--- config.mk ---
export PLATFORM = sky130hd
export DESIGN_NAME = regfile_write_queue
export DESIGN_NICKNAME = d
export VERILOG_FILES = /design/src/rtl/regfile_write_queue.sv
export SDC_FILE = /design/constraint.sdc
export NUM_CORES = 1
export LEC_CHECK = 0
export BUFFER_PORTS_ARGS = -buffer_cell sky130_fd_sc_hd__clkbuf_2
export CORE_MARGIN = 3
export CORE_UTILIZATION = 35
export DETAILED_ROUTE_END_ITERATION = 7
export PLACE_DENSITY = 0.57
export SKIP_CTS_REPAIR_TIMING = 1
export SYNTH_ARGS = -nofsm -noshare
export SYNTH_HDL_FRONTEND = slang
export SYNTH_SLANG_ARGS = --single-unit
export TNS_END_PERCENT = 50
--- constraint.sdc ---
create_clock -name clk -period 3.5 [get_ports clk]
set_clock_uncertainty 0.05 [all_clocks]
set_input_delay 0.525 -clock clk [delete_from_list [all_inputs] [get_ports clk]]
set_output_delay 0.525 -clock clk [all_outputs]
set_load 0.1 [all_outputs]
--- src/rtl/regfile_write_queue.sv ---
// In-order write-back queue feeding the register file write port.
// Ports: clk/reset; wb_* handshake in; Write_* registered port out;
//        Read_register*/Bypass_* combinational lookup; wb_count occupancy.
module regfile_write_queue #(
  parameter int DEPTH = 4
) (
  input  logic                     clk,
  input  logic                     reset,
  input  logic                     wb_valid,
  output logic                     wb_ready,
  input  logic [4:0]               wb_reg,
  input  logic [31:0]              wb_data,
  input  logic                     rf_stall,
  output logic                     Write_enable,
  output logic [4:0]               Write_register,
  output logic [31:0]              Write_data,
  input  logic [4:0]               Read_register1,
  input  logic [4:0]               Read_register2,
  output logic                     Bypass_hit1,
  output logic [31:0]              Bypass_data1,
  output logic                     Bypass_hit2,
  output logic [31:0]              Bypass_data2,
  output logic [$clog2(DEPTH):0]   wb_count
);

  localparam int PW = $clog2(DEPTH);
  localparam int CW = PW + 1;

  logic [4:0]    reg_q [DEPTH];
  logic [31:0]   dat_q [DEPTH];
  logic [PW-1:0] head_q, head_d;
  logic [PW-1:0] tail_q, tail_d;
  logic [CW-1:0] cnt_q, cnt_d;
  logic          we_q, we_d;
  logic [4:0]    wr_q, wr_d;
  logic [31:0]   wd_q, wd_d;
  logic          push, pop;

  assign wb_ready       = (cnt_q < CW'(DEPTH));
  assign wb_count       = cnt_q;
  assign Write_enable   = we_q;
  assign Write_register = wr_q;
  assign Write_data     = wd_q;

  // Register 0 requests complete the handshake but never enter the queue.
  assign push = wb_valid && wb_ready && (wb_reg != 5'd0);
  assign pop  = (cnt_q != '0) && !rf_stall;

  always_comb begin
    head_d = head_q;
    tail_d = tail_q;
    cnt_d  = cnt_q;
    we_d   = 1'b0;
    wr_d   = wr_q;
    wd_d   = wd_q;
    if (pop) begin
      we_d   = 1'b1;
      wr_d   = reg_q[head_q];
      wd_d   = dat_q[head_q];
      head_d = head_q + 1'b1;
    end
    if (push) begin
      tail_d = tail_q + 1'b1;
    end
    case ({push, pop})
      2'b10:   cnt_d = cnt_q + 1'b1;
      2'b01:   cnt_d = cnt_q - 1'b1;
      default: cnt_d = cnt_q;
    endcase
  end

  always_ff @(posedge clk) begin
    if (reset) begin
      head_q <= '0;
      tail_q <= '0;
      cnt_q  <= '0;
      we_q   <= 1'b0;
      wr_q   <= '0;
      wd_q   <= '0;
    end else begin
      head_q <= head_d;
      tail_q <= tail_d;
      cnt_q  <= cnt_d;
      we_q   <= we_d;
      wr_q   <= wr_d;
      wd_q   <= wd_d;
    end
  end

  // Storage needs no reset: validity comes from the occupancy count.
  always_ff @(posedge clk) begin
    if (push) begin
      reg_q[tail_q] <= wb_reg;
      dat_q[tail_q] <= wb_data;
    end
  end

  // Scan oldest to youngest so the youngest match wins; the output
  // stage is the oldest pending write and is checked first.
  function automatic logic [32:0] lookup(input logic [4:0] a);
    logic          hit;
    logic [31:0]   d;
    logic [PW-1:0] idx;
    hit = 1'b0;
    d   = '0;
    if (we_q && (wr_q == a)) begin
      hit = 1'b1;
      d   = wd_q;
    end
    for (int i = 0; i < DEPTH; i++) begin
      idx = head_q + PW'(i);
      if ((CW'(i) < cnt_q) && (reg_q[idx] == a)) begin
        hit = 1'b1;
        d   = dat_q[idx];
      end
    end
    if (a == 5'd0) begin
      hit = 1'b0;
      d   = '0;
    end
    return {hit, d};
  endfunction

  always_comb begin
    {Bypass_hit1, Bypass_data1} = lookup(Read_register1);
    {Bypass_hit2, Bypass_data2} = lookup(Read_register2);
  end

endmodule

==> metrics.yaml <==
outcome: "complete, but fails checks"
violations: "setup timing"
met2WireLength_um: 21800
postSynthAreaPerCell_um2: 12.6
wl_met3_um: 3180
syn_inst: 1053
required_ps: 2920
worstSetupEndpoint: "Bypass_data1[15]"
r2r-end: "dat_q[1][26]"
clk_latency_ps: 460
setup_violations: 66
max_freq_mhz: 266
syn_area_um2: 13300
r2r_start: "wb_count[2]"
clkSinkCount: 195
worstSetupEndpointType: "output pin"
areaGrowthSynthToFinish_pct: 38.1
fin_area_um2: 18300
hold_ws_ps: 225
crit_start: "reg_q[2][4]"
tightest_slew_ps: 739
routed.top_layer: "met5"
gp_congestion: 0.848
first_iter_violations: 1037
grt_pass1_wl_um: 66000
drt-met1-wl_um: 19100
via_per_inst: 6.24
rsz0062_at_grt: "yes"
final_util_pct: 49.5
dp_hpwl_um: 30100
r2r_setup_slack_ps: 1450
ys_seq_area_share_pct: 40.6
grt_max_degree: 62
cp.arrival_ps: 3180
hold_class: "input port to register"
clockBufferDepth: 2
drive_gt1_share_pct: 53.6
vias: 10800
fin_cells: 1723
synth.top_cell.area_share_pct: 33.5
synthFlopType: "edfxtp_1"
ys_ff_latch: 195
drc: 0
timing.final.ws_setup_ps: -257
synth_most_common_cell: "edfxtp_1"
root_buffer: "clkbuf_16"
post-route-min-period_ps: 3760
drt_first_pass_iters: 5
die_h_um: 201
synthDistinctLibCells: 47
fin_nets: 1265
tns_ps: -13760
wl_per_cell_um: 26.2
fill_cells: 3180
dieArea_um2: 40300
grt_overflow: 0
synth_edf_count: 148
h-tree-depth: 4
async_reset_ff_share_pct: 0
vdd_ir_drop_max_mv: 0.353
dp.cells: 1665
track_usage_pct: 21.3
min_period_over_period_pct: 107
syn-num-nets: 1113
tritoncts: "done"
finalPower_mw: 12.1
first_global_vias: 10500
core_um2: 37000
path_clk_slew_ps: 80
placed_area_um2: 16800
place_ws_ps: 105
rows: 70
max-slew-margin-rel_pct: 50.7
wl_um: 45100
crit_type: "register to output pin"
yosys_warnings: 0
die_x_um: 201
start_util_pct: 35.9
p_leak_nw: 6.07
maxCapViolations: 0
synth_top_area_cell: "edfxtp_1"
numCtsBuffers: 17
antenna_left: 0
report.final.slew_viol_count: 0
synth.top_cells.by_count: "edfxtp_1, mux4_2, nand2_1"
reg2regPathDepth: 4
finalHoldViolCount: 0
path_max_fanout: 5
critPathLaunchType: "register"
synthTopCellsByArea: "edfxtp_1, mux4_2, dfxtp_1"
grt_antenna_before_repair: 5
io_buffers: 158
ioPinCount: 159
power_density_nw_per_um2: 661
## cell type report
cell class | instances | area, µm² | area share (%)
repair buffers | 252 | 2820 | 15.4
inverters | 7 | 30.0 | 0.164
diodes | 1 | 2.50 | 0.0137
well taps | 504 | 631 | 3.44
clock buffers | 17 | 425 | 2.32
flip-flops and latches | 195 | 5410 | 29.5
multi-input cells | 732 | 8850 | 48.3
clock inverters | 15 | 148 | 0.806
## cell families (layout without fill, tap and decap cells)
group | count (synthesis) | after routing | synth area share [%]
AOI/OAI and AO/OA | 277 | 277 | 16.5
xor gates and xnor gates | 52 | 52 | 3.43
adders and majority gates | 9 | 9 | 0.849
buffers and inverters | 126 | 291 | 4.42
DFF | 195 | 195 | 40.6
muxes | 161 | 161 | 26.1
other | 0 | 1 | 0
and+or+nand+nor | 233 | 233 | 8.00
## cell usage in the layout (no fill, tap or decap), types with 4 or more instances in the layout
| cell type | instances |
|---|---|
| dfxtp_1 | 35 |
| a211oi_1 | 5 |
| nand4_1 | 4 |
| xor2_1 | 13 |
| a221oi_2 | 21 |
| nor2_2 | 4 |
| a221oi_1 | 11 |
| edfxtp_1 | 148 |
| clkbuf_2 | 92 |
| buf_4 | 56 |
| a32oi_1 | 27 |
| a21oi_1 | 39 |
| clkbuf_16 | 20 |
| nand2b_1 | 6 |
| ha_1 | 9 |
| inv_6 | 6 |
| nand2_1 | 83 |
| a32oi_2 | 35 |
| and2_2 | 4 |
| buf_6 | 14 |
| dfxtp_2 | 8 |
| nor2_1 | 74 |
| o31ai_4 | 64 |
| dfxtp_4 | 4 |
| or2_2 | 33 |
| a211oi_2 | 26 |
| xnor2_1 | 39 |
| mux4_2 | 146 |
| o211a_1 | 32 |
| inv_1 | 6 |
| mux2i_1 | 12 |
| buf_12 | 83 |
## sequential cells by signal, indices dropped and copies added, names as in the netlist, named ones only
name and cells:
Write_data 32, wb_count 3, Write_enable 1, Write_register 5
reg_q 20, tail_q 2, dat_q 128, head_q 2
## metal layers
metal	global-route usage (%)	vias up
li1	-	4635
met1	29.2	5541
met2	34.1	498
met3	4.82	68
met4	6.40	8
met5	0	-
## worst min path at each step
stage,to,startpoint,slack (ps),cells after the start
2_1_floorplan,tail_q[1],tail_q[1],460,2
3_3_place_gp,Write_data[30],Write_data[30],430,2
3_5_place_dp,Write_register[2],Write_register[2],430,2
4_1_cts,dat_q[1][28],wb_data[28],210,1
5_1_grt,dat_q[3][12],wb_data[12],230,1
6_report,dat_q[1][28],wb_data[28],220,1
## worst max-delay path: stages, from the launching register on
cell	delay, ps
edfxtp_1	450
buf_6	160
mux4_2	520
xnor2_1	160
nand4_1	110
buf_6	160
buf_8	140
nor2_4	180
buf_12	140
buf_12	120
a211oi_2	90
o31ai_4	260
buf_12	210
## report_power, final
group | internal, mW | switching [mW]
Combinational | 2.55 | 4.41
Clock | 1.00 | 0.967
Sequential | 2.84 | 0.335
Total | 6.39 | 5.71
(Power assumes the default switching activity.)
